File: src/rtl/mem_router.sv
// mem_router: registered one-outstanding-request router from the CPU load/store port to
// local memory and N memory-mapped peripheral windows, with error and timeout responses.
module mem_router #(
  parameter int          N_PERIPH         = 2,
  parameter int          LOCAL_ADDR_BITS  = 20,
  parameter logic [31:0] PERIPH_BASE      = 32'hF000_0000,
  parameter int          PERIPH_ADDR_BITS = 12,
  parameter int          TIMEOUT          = 64
) (
  input  logic                        CLK_CPU,
  input  logic                        resetp,
  input  logic                        cpu_req_valid,
  output logic                        cpu_req_ready,
  input  logic [31:0]                 cpu_req_addr,
  input  logic [1:0]                  cpu_req_size,
  input  logic [31:0]                 cpu_req_wdata,
  output logic                        cpu_rsp_valid,
  output logic [31:0]                 cpu_rsp_rdata,
  output logic                        cpu_rsp_err,
  output logic                        mem_valid,
  output logic                        mem_we,
  output logic [3:0]                  mem_be,
  output logic [LOCAL_ADDR_BITS-1:0]  mem_addr,
  output logic [31:0]                 mem_wdata,
  input  logic                        mem_ack,
  input  logic [31:0]                 mem_rdata,
  output logic [N_PERIPH-1:0]         per_valid,
  output logic                        per_we,
  output logic [3:0]                  per_be,
  output logic [PERIPH_ADDR_BITS-1:0] per_addr,
  output logic [31:0]                 per_wdata,
  input  logic [N_PERIPH-1:0]         per_ack,
  input  logic [N_PERIPH*32-1:0]      per_rdata
);

  // state | meaning
  // IDLE  | ready for a request
  // BUSY  | one target selected, waiting for its ack or the timeout
  // RESP  | one-cycle completion pulse to the CPU
  typedef enum logic [1:0] {IDLE, BUSY, RESP} state_e;

  localparam logic [7:0]  CNT_LAST   = 8'(TIMEOUT - 1);
  localparam logic [31:0] N_PERIPH_W = 32'(N_PERIPH);

  state_e                      state_q, state_d;
  logic                        ready_q, ready_d;
  logic                        rsp_valid_q, rsp_valid_d;
  logic                        rsp_err_q, rsp_err_d;
  logic [31:0]                 rsp_rdata_q, rsp_rdata_d;
  logic                        mem_valid_q, mem_valid_d;
  logic [N_PERIPH-1:0]         per_valid_q, per_valid_d;
  logic                        we_q, we_d;
  logic [3:0]                  be_q, be_d;
  logic [LOCAL_ADDR_BITS-1:0]  mem_addr_q, mem_addr_d;
  logic [PERIPH_ADDR_BITS-1:0] per_addr_q, per_addr_d;
  logic [31:0]                 wdata_q, wdata_d;
  logic [7:0]                  cnt_q, cnt_d;

  logic                        misalign_w;
  logic                        is_local_w;
  logic                        is_periph_w;
  logic [32:0]                 per_off_w;
  logic [31:0]                 per_idx_w;
  logic [N_PERIPH-1:0]         per_sel_w;
  logic [3:0]                  be_w;
  logic [31:0]                 wdata_w;
  logic                        ack_w;
  logic [31:0]                 tgt_rdata_w;

  // Request decode: alignment, window match, lanes and replicated store data.
  always_comb begin
    case (cpu_req_size)
      2'b01:   misalign_w = cpu_req_addr[0];
      2'b10,
      2'b11:   misalign_w = |cpu_req_addr[1:0];
      default: misalign_w = 1'b0;
    endcase

    is_local_w  = (cpu_req_addr[31:LOCAL_ADDR_BITS] == '0);
    // The extra bit catches addresses below PERIPH_BASE instead of letting them wrap.
    per_off_w   = {1'b0, cpu_req_addr} - {1'b0, PERIPH_BASE};
    per_idx_w   = per_off_w[31:0] >> PERIPH_ADDR_BITS;
    is_periph_w = !per_off_w[32] && (per_idx_w < N_PERIPH_W);

    per_sel_w = '0;
    for (int k = 0; k < N_PERIPH; k++) begin
      per_sel_w[k] = (per_idx_w == 32'(k));
    end

    case (cpu_req_size)
      2'b00:   be_w = 4'b0001 << cpu_req_addr[1:0];
      2'b01:   be_w = 4'b0011 << {cpu_req_addr[1], 1'b0};
      default: be_w = 4'b1111;
    endcase

    case (cpu_req_size)
      2'b00:   wdata_w = {4{cpu_req_wdata[7:0]}};
      2'b01:   wdata_w = {2{cpu_req_wdata[15:0]}};
      default: wdata_w = cpu_req_wdata;
    endcase
  end

  // Only the channel whose valid we are driving may complete the access.
  always_comb begin
    ack_w       = (mem_valid_q & mem_ack) | (|(per_valid_q & per_ack));
    tgt_rdata_w = mem_valid_q ? mem_rdata : 32'h0;
    for (int k = 0; k < N_PERIPH; k++) begin
      if (per_valid_q[k]) begin
        tgt_rdata_w = per_rdata[32*k +: 32];
      end
    end
  end

  always_comb begin
    state_d     = state_q;
    ready_d     = ready_q;
    rsp_valid_d = 1'b0;
    rsp_err_d   = rsp_err_q;
    rsp_rdata_d = rsp_rdata_q;
    mem_valid_d = mem_valid_q;
    per_valid_d = per_valid_q;
    we_d        = we_q;
    be_d        = be_q;
    mem_addr_d  = mem_addr_q;
    per_addr_d  = per_addr_q;
    wdata_d     = wdata_q;
    cnt_d       = cnt_q;

    case (state_q)
      IDLE: begin
        if (cpu_req_valid) begin
          ready_d    = 1'b0;
          we_d       = (cpu_req_size != 2'b11);
          be_d       = be_w;
          wdata_d    = wdata_w;
          mem_addr_d = cpu_req_addr[LOCAL_ADDR_BITS-1:0];
          per_addr_d = cpu_req_addr[PERIPH_ADDR_BITS-1:0];
          cnt_d      = 8'h00;
          if (misalign_w || !(is_local_w || is_periph_w)) begin
            state_d     = RESP;
            rsp_valid_d = 1'b1;
            rsp_err_d   = 1'b1;
            rsp_rdata_d = 32'h0;
          end else begin
            state_d     = BUSY;
            mem_valid_d = is_local_w;
            per_valid_d = is_local_w ? '0 : per_sel_w;
          end
        end
      end
      BUSY: begin
        if (ack_w) begin
          state_d     = RESP;
          mem_valid_d = 1'b0;
          per_valid_d = '0;
          rsp_valid_d = 1'b1;
          rsp_err_d   = 1'b0;
          rsp_rdata_d = we_q ? 32'h0 : tgt_rdata_w;
        end else if (cnt_q == CNT_LAST) begin
          state_d     = RESP;
          mem_valid_d = 1'b0;
          per_valid_d = '0;
          rsp_valid_d = 1'b1;
          rsp_err_d   = 1'b1;
          rsp_rdata_d = 32'h0;
        end else begin
          cnt_d = cnt_q + 8'h01;
        end
      end
      RESP: begin
        state_d = IDLE;
        ready_d = 1'b1;
      end
      default: begin
        state_d     = IDLE;
        ready_d     = 1'b1;
        mem_valid_d = 1'b0;
        per_valid_d = '0;
      end
    endcase
  end

  always_ff @(posedge CLK_CPU or posedge resetp) begin
    if (resetp) begin
      state_q     <= IDLE;
      ready_q     <= 1'b1;
      rsp_valid_q <= 1'b0;
      rsp_err_q   <= 1'b0;
      rsp_rdata_q <= 32'h0;
      mem_valid_q <= 1'b0;
      per_valid_q <= '0;
      we_q        <= 1'b0;
      be_q        <= 4'h0;
      mem_addr_q  <= '0;
      per_addr_q  <= '0;
      wdata_q     <= 32'h0;
      cnt_q       <= 8'h00;
    end else begin
      state_q     <= state_d;
      ready_q     <= ready_d;
      rsp_valid_q <= rsp_valid_d;
      rsp_err_q   <= rsp_err_d;
      rsp_rdata_q <= rsp_rdata_d;
      mem_valid_q <= mem_valid_d;
      per_valid_q <= per_valid_d;
      we_q        <= we_d;
      be_q        <= be_d;
      mem_addr_q  <= mem_addr_d;
      per_addr_q  <= per_addr_d;
      wdata_q     <= wdata_d;
      cnt_q       <= cnt_d;
    end
  end

  assign cpu_req_ready = ready_q;
  assign cpu_rsp_valid = rsp_valid_q;
  assign cpu_rsp_err   = rsp_err_q;
  assign cpu_rsp_rdata = rsp_rdata_q;
  assign mem_valid     = mem_valid_q;
  assign mem_we        = we_q;
  assign mem_be        = be_q;
  assign mem_addr      = mem_addr_q;
  assign mem_wdata     = wdata_q;
  assign per_valid     = per_valid_q;
  assign per_we        = we_q;
  assign per_be        = be_q;
  assign per_addr      = per_addr_q;
  assign per_wdata     = wdata_q;

endmodule

File: config.mk
export PLATFORM = sky130hd
export DESIGN_NAME = mem_router
export DESIGN_NICKNAME = d
export VERILOG_FILES = /design/src/rtl/mem_router.sv
export SDC_FILE = /design/constraint.sdc
export NUM_CORES = 1
export LEC_CHECK = 0
export ABC_AREA = 1
export CORE_MARGIN = 4
export CORE_UTILIZATION = 35
export DETAILED_ROUTE_END_ITERATION = 12
export PLACE_DENSITY_LB_ADDON = 0.08
export SETUP_SLACK_MARGIN = 0.3
export SYNTH_ARGS = -nofsm -noshare
export SYNTH_HDL_FRONTEND = slang
export SYNTH_SLANG_ARGS = --single-unit
File: constraint.sdc
create_clock -name CLK_CPU -period 3.74 [get_ports CLK_CPU]
set_clock_uncertainty 0.2 [all_clocks]
set_input_delay 0.748 -clock CLK_CPU [delete_from_list [all_inputs] [get_ports CLK_CPU]]
set_output_delay 0.748 -clock CLK_CPU [all_outputs]
set_load 0.02 [all_outputs]
---- Word level (Yosys, flattened, before mapping) ----
Cells that the tools add are included.
word-level totals
  bits in registers ....................... 117
  bits in latches ......................... 0
  memory bits (writable) .................. 0
  ROM bits ................................ 0
  output and inout port bits .............. 144
  memories kept ........................... 0
cells by class
  add/subtract/negate cells ............... 2
  multipliers ............................. 0
  div/mod/pow operators ................... 0
  order comparisons ....................... 1
  eq/ne operators ......................... 14
  shift operators ......................... 2
  multiplexer cells ....................... 44
  bitwise gates (word level) .............. 5
  reductions and logical operators ........ 19
operators with widths
  cell                    number
  $mux 32                 8
  $pmux 32 s2             2
  $sub 32x32->33 const B  1
  $logic_not 32->1        1
  $mux 8                  3
  $eq 20x1->1 const B     1
  $lt 20x2->1 const B     1
  $mux 2                  9
  $pmux 8 s2              1
  $mux 1                  13
  $logic_not 12->1        1
  $ne 2x2->1 const B      6
  $reduce_and 4->1        3
  $add 8x1->8 const B     1
  $eq 8x6->1 const B      1
  $pmux 1 s2              4
  $pmux 4 s2              1
  $eq 2x2->1 const B      3
  $pmux 2 s3              1
  $reduce_and 2->1        3
  $reduce_or 2->1         3
  $eq 2x1->1 const B      2
  $logic_not 2->1         2
  $pmux 2 s2              1
  12 further kinds        15

---- Depth between registers and ports, before layout ----
Gate-level depths: netlist of run 1.
  word-level depth ........................ 9
  mapped depth ............................ 10

---- Least setup slack after synthesis of run 1 ----
No wires, ideal clock.
  path type ............................... input to register
  from .................................... input port cpu_req_size[1]
  to ...................................... register be_q[2] (netlist: mem_be[2])
  data arrival time ....................... 1,652 ps
  data required time ...................... 3,419 ps
  slack ................................... 1,767 ps
  cell stages on the path ................. 5
  path buffers ............................ 2
  cells stage by stage .................... clkbuf_1 -> nor2_1 -> clkbuf_1 -> o21ai_0 -> a22o_1
on the way
  cells in the longest elaborated chain, start to end .. 2
  elaborated cells between the ends (all ways) .. 3
RTL lines
  element                                               RTL line  source
  start: declaration                                    15        input logic [1:0] cpu_req_size,
  $eq 2x1->1 / $logic_not 2->1 (equally long branches)  90        case (cpu_req_size)
  $pmux 4 s2 *                                          90
  end signal: assignment                                193       be_q <= 4'h0;
  end signal: assignment                                207       be_q <= be_d;
  end: declaration                                      53        logic [3:0] be_q, be_d;
Every way passes the cells marked *; elsewhere a longest branch is shown, timed or not.
A chain may end at the register's enable or synchronous reset.

---- Final worst setup path of run 1 ----
  from .................................... register per_valid_q[1] (netlist: per_valid[1])
  to ...................................... output port per_valid[1]
RTL lines
  element                   RTL line  source
  start: declaration        51        logic [N_PERIPH-1:0] per_valid_q, per_valid_d;
  start signal: assignment  205       per_valid_q <= per_valid_d;
  end: declaration          27        output logic [N_PERIPH-1:0] per_valid,
No word-level cell between the ends.

==> results of run 1 <==
-- cells in the final DEF, fill, tap and decap left out, types with 5 or more instances in the layout --
| cell type | count |
|---|---|
| buf_4 | 8 |
| nand3_1 | 16 |
| o211ai_1 | 30 |
| clkbuf_16 | 9 |
| nor2_1 | 52 |
| o21ai_0 | 26 |
| nand2_2 | 11 |
| clkdlybuf4s50_1 | 311 |
| a21oi_1 | 50 |
| inv_1 | 25 |
| a31oi_1 | 18 |
| inv_2 | 5 |
| nand2_1 | 260 |
| nand4_1 | 6 |
| dfrtp_1 | 104 |
-- routing by layer --
| layer | wire (um) | up-vias | track usage (%) |
|---|---|---|---|
| li1 | - | 2761 | - |
| met1 | 8000 | 2520 | 25.6 |
| met2 | 9200 | 237 | 34.3 |
| met3 | 1820 | 18 | 6.33 |
| met4 | 262 | 0 | 5.60 |
| met5 | 0 | - | 0 |
-- through the flow --
step | hold WS (ps) | utilization (%) | setup WS (ps) | power [uW]
final | 270 | 55.8 | 949 | 3260
after global routing | 291 | 55.8 | 885 | 3400
after CTS | 274 | 55.8 | 909 | 3290
after detailed placement | 258 | 53.8 | 840 | 2280
after global placement | 254 | 53.8 | 912 | 2280
after floorplan | 309 | - | 1530 | 1800
-- report_power, final --
| group | internal, uW | total (uW) | switching, uW |
|---|---|---|---|
| Combinational | 488 | 937 | 450 |
| Clock | 601 | 1000 | 403 |
| Sequential | 1230 | 1310 | 88.3 |
-- sequential cells by signal, summed over array words and instances, names as in the netlist, 2 cells and up --
name / cells
cpu_rsp_rdata: 32
mem_addr: 20
cnt_q: 8
mem_be: 4
per_valid: 2
mem_wdata: 32
state_q: 2
-- path summary, 6_finish.rpt --
kind                                                 endpoint  slack, ps  cells after the start
worst max-delay path                             per_valid[1]        950                      1
worst min-delay path            cpu_rsp_rdata[24]$_DFFE_PP0P_        270                      2
worst max register to register  cpu_rsp_rdata[15]$_DFFE_PP0P_       1400                      7
worst min register to register  cpu_rsp_rdata[24]$_DFFE_PP0P_        270                      2
max in group asynchronous       cpu_rsp_rdata[20]$_DFFE_PP0P_       2180                      3
min in group asynchronous               mem_valid$_DFFE_PP0P_        710                      3
-- final cells by class --
type,count,area share [%]
clock buffer,12,2.79
clock inverter,3,0.737
inverter,33,1.44
multi-input combinational,491,26.1
sequential,105,29.8
tap,216,3.06
timing repair buffer,320,36.2
-- kinds of logic (layout without fill, tap and decap cells) --
kind of cell | count (synthesis) | in the layout | synth area share [%]
buffers and inverters | 116 | 368 | 12.5
and+or+nand+nor | 358 | 358 | 26.5
xor gates and xnor gates | 2 | 2 | 0.311
DFF | 105 | 105 | 46.7
adders and majority gates | 1 | 1 | 0.222
AOI/OAI and AO/OA | 130 | 130 | 13.8
==> key figures, run 1 <==
Placed design
  • DP HPWL: 14.5 mm
  • I/O Buffers: 311
  • RD Place Congestion: 0.881
  • Cell count after placement: 1165
  • DP Area: 8520 sq um

Logic synthesis
  • Main synth FF type: dfrtp_1
  • Ys async rst share: 100%
  • Area of the mapped netlist: 5630 sq um
  • Post-synth EDFFs: 0
  • Post-Syn Instances: 712
  • Synth Register Bits: 105
  • Syn Nets: 881
  • Most frequent cell after synthesis: nand2_1
  • Syn_area_per_cell: 7.91 sq um
  • Area contributors post-synth: dfrtp_1, nand2_1, buf_4
  • Synth cell types: 35
  • Cell taking the most area after synthesis: dfrtp_1
  • Seq/Total Area, Yosys: 46.7%
  • Ys Warns: 0
  • Post-synth top cells: nand2_1, dfrtp_1, nor2_1
  • Synth top area share: 46.2%

STA
  • Final Setup Violations: 0
  • Unrepaired setup endpoints after global routing: false
  • Minimum clock period: 2790 ps
  • Slew Viols, Final: 0
  • Final Hold Vio Count: 0
  • Period utilisation layout: 74.6%
  • Sum of negative setup slack: 0 ps
  • Maximum operating frequency: 358 MHz
  • Max-slew headroom: 29.4%
  • Measured slew at the worst slew-check pin: 1060 ps

Global routing
  • Global-route wire length before repair: 29.3 mm
  • GRT Util Overall: 20.5%
  • Vias in the first global route: 5413
  • Largest net degree at the start of global routing: 106
  • Antenna violations before repair: 0
  • Grt ovf: 0

CTS
  • Clk root buf: clkbuf_16
  • Total clock sinks: 105
  • Clk Latency, worst-skew pair: 340 ps
  • H-tree level count: 3
  • Worst-path clk slew: 70 ps
  • # Post-CTS Setup Buffers: 0
  • Buffer depth of the longest clock path: 2
  • Cts-stage hold buffer count: 0
  • CTS Buf Count: 9
  • CTS tree: yes
  • CTS resizes: 0

Floorplan
  • I/O Pins: 312
  • Row count: 46
  • Die Width: 135 um
  • DIE AREA: 18200 sq um
  • Die Ht: 135 um
  • Initial Util: 35.6%
  • Core area: 15800 sq um

Final layout
  • Fillers: 1491
  • Antenna cells: 0
  • Synth-to-layout area growth: 56.8%
  • Layout cells sized above 1: 5.60%
  • Nets: 1129
  • Final Instance Area: 8830 sq um
  • Reg area: 2630 sq um
  • Final Non-Filler Cells: 1180
  • Multi-input gate area: 2300 sq um

Worst setup path
  • Crit path max-delay family: flip-flops
  • Max incr delay on CP: 770 ps
  • Slowest CP cell: dfrtp_1
  • Worst endpoint required time: 2790 ps
  • CP Launch Point: per_valid[1]$_DFFE_PP0P_
  • Critical path class: register to output pin
  • Crit path DAT: 1840 ps
  • Max Fanout on Critical Path: 15
  • Crit. End Element: output pin
  • Reg-to-Reg Start: per_valid[1]$_DFFE_PP0P_
  • Startpoint Class: register
  • Cell Chain, Critical Path: clkdlybuf4s50_1
  • Worst Path Buf+Inv: 1

Routing
  • Via count: 5536
  • TritonRoute pass-1 iters: 7
  • Routed length per placed instance: 16.3 um
  • Detailed Route Iter0 Violations: 278
  • Residual DRC count: 0
  • Drt via density: 4.69
  • Antenna-violating nets left: 0
  • WL final: 19.3 mm

Power and ir drop
  • Worst VDD drop: 223 uV
  • Lkg Pwr: 0.00407 uW
  • Power per cell area: 369 nW/um^2

Worst hold path
  • Tightest Hold Check Type: register to register
  • Hold_sp: cpu_rsp_rdata[24]$_DFFE_PP0P_

Outcome
  • Status: completed

Flow run
  • Max-Cap Viols: 0
No activity file was read; power rests on OpenSTA's default activity.
==> run 2: changes to the inputs <==
Settings changed: CORE_UTILIZATION 35 to 39.
Clock period 3.74 ns to 2.86 ns, I/O delays scaled along.
==> run 2 against run 1 <==
Against the previous run:
- register-to-register slack worse by 710 ps
- final area is 0.14% lower
- power is 30% higher
- non-clock buffer count up 3
- critical path type unchanged
==> key figures, run 2 (same netlist as run 1, synthesis figures left out) <==
Worst setup path
  • R2R Setup Slk: 690 ps
  • Worst endpoint required time: 2090 ps
  • Crit. End Element: output pin
  • Worst r2r path cells: 4
  • Startpoint Class: register
  • Crit path DAT: 1650 ps
  • Max Fanout on Critical Path: 16
  • Reg-to-Reg Start: per_valid[1]$_DFFE_PP0P_
  • CP Launch Point: per_valid[0]$_DFFE_PP0P_
  • RR Endpoint: cpu_rsp_rdata[1]$_DFFE_PP0P_
  • Critical path class: register to output pin

Floorplan
  • Die Ht: 128 um
  • Initial Util: 40.3%
  • Row count: 43
  • DIE AREA: 16400 sq um
  • Core area: 14000 sq um
  • I/O Pins: 312
  • Die Width: 128 um

CTS
  • CTS Buf Count: 9
  • Total clock sinks: 105
  • CTS resizes: 0
  • Buffer depth of the longest clock path: 2
  • H-tree level count: 3
  • # Post-CTS Setup Buffers: 0
  • Cts-stage hold buffer count: 0
  • Clk Latency, worst-skew pair: 340 ps
  • Worst-path clk slew: 60 ps
  • CTS tree: yes
  • Clk root buf: clkbuf_16

STA
  • Max-slew headroom: 34.5%
  • Minimum clock period: 2420 ps
  • Measured slew at the worst slew-check pin: 981 ps
  • Unrepaired setup endpoints after global routing: false
  • Maximum operating frequency: 413 MHz
  • Final Hold Vio Count: 0
  • Final Setup Violations: 0
  • Slew Viols, Final: 0
  • Sum of negative setup slack: 0 ps
  • Period utilisation layout: 84.6%
  • Fin Hold WS: 268 ps

Routing
  • Residual DRC count: 0
  • Via count: 5695
  • Routed length per placed instance: 16.8 um
  • Antenna-violating nets left: 0
  • Drt via density: 4.96
  • TritonRoute pass-1 iters: 5
  • Detailed Route Iter0 Violations: 365
  • WL final: 19.3 mm

Global routing
  • Vias in the first global route: 5840
  • GRT Util Overall: 22.8%
  • Global-route wire length before repair: 29.9 mm
  • Grt ovf: 0
  • Antenna violations before repair: 0
  • Largest net degree at the start of global routing: 106

Worst hold path
  • Tightest Hold Check Type: register to register
  • WHS Path Cells: 2
  • Hold_sp: cpu_rsp_rdata[13]$_DFFE_PP0P_
  • Hold path endpoint: cpu_rsp_rdata[13]$_DFFE_PP0P_

Placed design
  • DP HPWL: 14.7 mm
  • I/O Buffers: 311
  • RD Place Congestion: 0.910

Flow run
  • Max-Cap Viols: 0

Power and ir drop
  • Power per cell area: 478 nW/um^2
  • Worst VDD drop: 308 uV
  • Lkg Pwr: 0.00409 uW

Final layout
  • Synth-to-layout area growth: 56.6%
  • Antenna cells: 0
  • Commonest non-fill, non-tap cell in the layout: clkdlybuf4s50_1
  • Nets: 1132
  • Fillers: 1195
  • Layout cells sized above 1: 6.20%
  • Commonest non-fill, non-tap cells in the layout: clkdlybuf4s50_1, nand2_1, dfrtp_1

Outcome
  • Status: completed
-- run 2: how the worst max path moves through the flow --
stage / cells after the start / end
2_1_floorplan: 1 / cnt_q[0]$_DFFE_PP0P_
3_3_place_gp: 8 / cpu_rsp_rdata[2]$_DFFE_PP0P_
3_5_place_dp: 8 / cpu_rsp_rdata[15]$_DFFE_PP0P_
4_1_cts: 2 / per_valid[0]
5_1_grt: 2 / per_valid[0]
6_report: 2 / per_valid[0]
-- run 2: layout make-up --
type,instances,area [sq um],share of cell area [%]
timing repair buffer,323,3230,36.6
sequential,105,2630,29.8
multi-input combinational,491,2300,26.1
clock buffer,12,256,2.91
tap,180,225,2.55
inverter,33,128,1.45
clock inverter,4,51.3,0.582
-- run 2: report_power, final --
group / switching (uW) / internal, uW / total (uW)
sequential: 116 / 1600 / 1720
clock: 534 / 727 / 1260
combinational: 596 / 642 / 1240
total: 1250 / 2970 / 4220
-- run 2: per-stage QoR --
step                utilization [%]  setup slack (ps)  area, sq um  instances  power (uW)
finish                         63.1               441         8820       1148        4220
global route                   63.1               376         8820       1148        4400
CTS                            63.0               370         8820       1148        4270
detailed placement             60.8               241         8510       1132        2990
global placement               60.8               329         8510       1132        2980
floorplan                         -               829         5640        712        2350
-- run 2: per-layer routing --
| layer | routed length, um | part of all wire (%) | vias to the layer above | global-route usage, % |
|---|---|---|---|---|
| li1 | - | - | 2763 | - |
| met1 | 7780 | 40 | 2639 | 27.6 |
| met2 | 9600 | 50 | 266 | 39.2 |
| met3 | 1550 | 8.0 | 27 | 6.04 |
| met4 | 403 | 2.1 | 0 | 7.43 |
| met5 | 0 | 0 | - | 0 |
-- run 2: critical path: stages, from the launching register on --
cell             delay, ps
dfrtp_2                440
buf_4                  240
clkdlybuf4s50_1        630
==> RTL edit 1, RTL diff (flow settings as in run 2) <==
`N_PERIPH`: 2 -> 4.
--- a/src/rtl/mem_router.sv
+++ b/src/rtl/mem_router.sv
@@ -1,7 +1,7 @@
 // mem_router: registered one-outstanding-request router from the CPU load/store port to
 // local memory and N memory-mapped peripheral windows, with error and timeout responses.
 module mem_router #(
-  parameter int          N_PERIPH         = 2,
+  parameter int          N_PERIPH         = 4,
   parameter int          LOCAL_ADDR_BITS  = 20,
   parameter logic [31:0] PERIPH_BASE      = 32'hF000_0000,
   parameter int          PERIPH_ADDR_BITS = 12,
Interface: changed (resized per_ack, per_rdata and per_valid); port bits go from 312 to 380. The function was not compared with the original's and may differ.
==> RTL edit 1 against run 2 <==
Area after synthesis rose by 13%; sequential cell count rose by 2; worst setup slack got worse by 0.014 ns; die area rose by 12%; via count rose by 18%; final cell count rose by 18%; total power rose by 3.1%; design area rose by 16%; synthesized cell count rose by 16%; routed wire length rose by 29%; combinational power rose by 7%.
==> RTL edit 1: results (changes against run 2) <==
{| class="wikitable"
! Metric !! Value
|-
| Avg WL per Cell || 18.39 um (was 16.84 um)
|-
| CTS Buffer Depth || 2 (unchanged)
|-
| Smallest hold slack || 0.2704 ns (was 0.2684 ns)
|-
| Maximum resistive drop on vdd || 312.5 uV (was 307.9 uV)
|-
| Half-perimeter wire length after placement || 19650 um (was 14720 um)
|-
| Final weighted congestion in routability-driven placement || 0.8195 (was 0.9098)
|-
| GRT Overall Usage || 26.66% (was 22.76%)
|-
| Layout net count || 1368 (was 1132)
|-
| Outcome || complete, no violations (unchanged)
|-
| DR vias/cell || 4.950 (was 4.961)
|-
| Leakage power summed over all cells || 4.477 nW (was 4.087 nW)
|-
| Number of CTS-inserted buffers || 9 (unchanged)
|-
| Critical-path maximum fanout || 5 (was 16)
|-
| Most numerous cell types in the synthesized netlist || 224 x sky130_fd_sc_hd__nand2_1, 106 x sky130_fd_sc_hd__dfrtp_1, 70 x sky130_fd_sc_hd__nand3_1 (was 260 x sky130_fd_sc_hd__nand2_1, 104 x sky130_fd_sc_hd__dfrtp_1, 53 x sky130_fd_sc_hd__nor2_1)
|-
| IO buf count || 379 (was 311)
|-
| Total power per unit cell area || 425.3 nW/um^2 (was 478.3 nW/um^2)
|-
| Flop-to-flop setup slack || 0.66 ns (was 0.69 ns)
|-
| Pre-Repair DR Iteration Count || 4 (was 5)
|-
| Post-synthesis cell type count || 33 (was 35)
|-
| Rel. slew slack || 46.81% (was 34.52%)
|-
| Cell Count Post-Placement || 1338 (was 1132)
|-
| Share of cells above drive strength 1 || 8.172% (was 6.198%)
|-
| CP peak stage delay || 0.70 ns (was 0.63 ns)
|-
| Worst setup timing slack at the placement stage || 0.2389 ns (was 0.2405 ns)
|-
| Antenna violations before repair || 1 (was 0)
|-
| Instance area at placement || 9923 um^2 (was 8511 um^2)
|-
| First-pass GRT wire length || 37890 um (was 29910 um)
|-
| Post-Synthesis Net Count || 1063 (was 881)
|-
| Maximum number of pins on one net before global-route repair || 108 (was 106)
|-
| Leading post-synthesis cells by cell area || sky130_fd_sc_hd__dfrtp_1 42%, sky130_fd_sc_hd__nand2_1 13%, sky130_fd_sc_hd__buf_4 6.3% (was sky130_fd_sc_hd__dfrtp_1 46%, sky130_fd_sc_hd__nand2_1 17%, sky130_fd_sc_hd__buf_4 6.5%)
|-
| Fmax || 0.4111 GHz (was 0.4135 GHz)
|-
| Vias in the first global route || 6781 (was 5840)
|-
| Starting DRT DRC Count || 398 (was 365)
|-
| Fill count || 1413 (was 1195)
|-
| Proportion of synthesized chip area in sequential cells || 42.13% (was 46.67%)
|-
| Mapped Cells || 828 (was 712)
|-
| Final cell count without fillers || 1355 (was 1148)
|}
[RTL edit 1: cell count changes after synthesis, sizes merged, moves of 3 or more]
cell   change
buf       +18
nor3b      +4
o21ai     +61
inv        -4
nor3       +3
a21oi      +4
nand2     -17
nand3     +57
[RTL edit 1: layout make-up]
cell class	instances	share of cell area [%]
repair buffers	397	38.89
diodes	1	0.02446
multi-input cells	591	28.22
well taps	216	2.642
inverters	27	1.052
clock inverters	6	0.7094
flip-flops and latches	107	26.22
clock buffers	10	2.238
[RTL edit 1: worst paths after layout]
check / startpoint / end / cells past startpoint
max: per_valid[0] / per_valid[0] / 1
min reg2reg: cpu_rsp_rdata[27] / cpu_rsp_rdata[27] / 2
max in group asynchronous: resetp / per_valid[3] / 3
min in group asynchronous: resetp / mem_addr[7] / 3
min: cpu_rsp_rdata[27] / cpu_rsp_rdata[27] / 2
max reg2reg: per_valid[0] / cpu_rsp_rdata[4] / 6
[RTL edit 1: what timing repair did]
action / in CTS / in global routing
endpoints found under the hold margin: 0 / 0
setup endpoints to repair: 1 / 1
gates resized for setup: 1 / 1
gates cloned: 0 / 0
[RTL edit 1: per-layer routing]
| metal | vias up | global-route usage [%] | wire [um] |
|---|---|---|---|
| met5 | - | 0 | 0 |
| met4 | 0 | 7.391 | 538 |
| met3 | 29 | 8.432 | 2238 |
| met2 | 272 | 46.40 | 12600 |
| met1 | 3082 | 31.76 | 9537 |
| li1 | 3324 | - | - |
[RTL edit 1: kinds of logic (layout without fill, tap and decap cells)]
kind of cell | count (synthesis) | after routing | share of synthesized area [%]
other cells | 0 | 1 | 0
simple gates | 399 | 399 | 28.43
compound gates | 190 | 190 | 16.59
buf+inv | 130 | 440 | 12.51
flops | 107 | 107 | 42.13
xor+xnor | 1 | 1 | 0.1378
fa+ha+maj | 1 | 1 | 0.1967
[RTL edit 1: report_power, final]
group | internal (mW) | switching [mW] | leakage [nW] | total (mW)
registers | 1.63 | 0.108 | 1.36 | 1.74
clock network | 0.691 | 0.591 | 0.149 | 1.28
logic | 0.721 | 0.609 | 2.97 | 1.33
==> RTL edit 2, RTL diff (config.mk and constraints of run 2) <==
Without the edit above. The 3 states of `state_e` get a one-hot encoding in 3 bits.
--- a/src/rtl/mem_router.sv
+++ b/src/rtl/mem_router.sv
@@ -37,7 +37,7 @@
   // IDLE  | ready for a request
   // BUSY  | one target selected, waiting for its ack or the timeout
   // RESP  | one-cycle completion pulse to the CPU
-  typedef enum logic [1:0] {IDLE, BUSY, RESP} state_e;
+  typedef enum logic [2:0] {IDLE = 3'b001, BUSY = 3'b010, RESP = 3'b100} state_e;
 
   localparam logic [7:0]  CNT_LAST   = 8'(TIMEOUT - 1);
   localparam logic [31:0] N_PERIPH_W = 32'(N_PERIPH);
Function: same outputs for any inputs over 4 cycles, from zero or initial values and one cycle with resetp high; so few cycles prove little.
==> RTL edit 2 against run 2 <==
Die area rose by 1.7%; design area rose by 0.67%; routed wire length fell by 1.1%; sequential cell count grew 1; area after synthesis increased by 1.9%; global-route usage down 0.51 points; hold slack about the same; worst setup slack improved by 0.062 ns; fmax rose by 2.6%; critical path type unchanged.
Power is not compared: it rests on default switching activity, and its combinational part moved more than twofold at a synthesized area within 25%.
==> RTL edit 2: results (changes against run 2) <==
{| class="wikitable"
! Metric !! Value
|-
| Detailed-routed wire length on met3 || 1650 um (was 1548 um)
|-
| Share of cells above drive strength 1 || 5.876% (was 6.198%)
|-
| Length in cells of the worst reg-to-reg path || 9 (was 4)
|-
| CP peak stage delay || 0.68 ns (was 0.63 ns)
|-
| Vias in the first global route || 5418 (was 5840)
|-
| Fraction of met1 tracks used by global routing || 27.80% (was 27.64%)
|-
| Critical-path maximum fanout || 10 (was 16)
|-
| Worst setup timing slack at the placement stage || 0.3247 ns (was 0.2405 ns)
|-
| Via count || 5658 (was 5695)
|-
| Worst slew pin tran || 0.9700 ns (was 0.9812 ns)
|-
| Final wirelength || 19120 um (was 19330 um)
|-
| Starting DRT DRC Count || 386 (was 365)
|-
| Maximum number of pins on one net before global-route repair || 107 (was 106)
|-
| GRT Overall Usage || 22.25% (was 22.76%)
|-
| Leading post-synthesis cells by cell area || sky130_fd_sc_hd__dfrtp_1 45%, sky130_fd_sc_hd__nand2_1 16%, sky130_fd_sc_hd__buf_4 6.7% (was sky130_fd_sc_hd__dfrtp_1 46%, sky130_fd_sc_hd__nand2_1 17%, sky130_fd_sc_hd__buf_4 6.5%)
|-
| Fmax || 0.4243 GHz (was 0.4135 GHz)
|-
| Half-perimeter wire length after placement || 14870 um (was 14720 um)
|-
| Global Route met3 Usage || 6.513% (was 6.042%)
|-
| Fill count || 1270 (was 1195)
|-
| Met1 Routed Length || 7585 um (was 7777 um)
|-
| Worst R2R Start || cnt_q[0] (was per_valid[1])
|-
| Endpoint with the worst hold slack || cpu_req_ready (was cpu_rsp_rdata[13])
|-
| Final cell count without fillers || 1154 (was 1148)
|-
| Outcome || complete, no violations (unchanged)
|-
| Instance area at placement || 8587 um^2 (was 8511 um^2)
|-
| First-pass GRT wire length || 29250 um (was 29910 um)
|-
| Wire length on met2 || 9755 um (was 9604 um)
|-
| Proportion of synthesized chip area in sequential cells || 46.27% (was 46.67%)
|-
| Global-route met2 utilization || 38.66% (was 39.20%)
|}
## RTL edit 2: cell count changes after synthesis, sizes merged, moves of 3 or more
| cell | change |
|---|---|
| xor2 | +3 |
| o31ai | +5 |
| nor2 | -11 |
| nand2 | -20 |
| clkbuf | +3 |
| a31oi | -16 |
| a22o | +4 |
| a21oi | +10 |
| nand3 | +26 |
| buf | +3 |
## RTL edit 2: logic make-up after synthesis
kind of cell             Yosys count  share of synthesized area (%)
adder cells (fa/ha/maj)            1                         0.2180
buffers and inverters            120                          12.80
AND/OR/NAND/NOR                  348                          25.43
AO/OA/AOI/OAI                    137                          14.37
XOR/XNOR                           6                         0.9158
flip-flops                       106                          46.27
## RTL edit 2: layout make-up
class                   count  area (um^2)  share of cell area (%)
well taps                 184        230.2                   2.593
flip-flops and latches    106         2655                   29.90
multi-input cells         492         2351                   26.48
clock buffers              13        270.3                   3.044
inverters                  31        120.1                   1.353
repair buffers            325         3231                   36.39
clock inverters             3        21.27                  0.2396
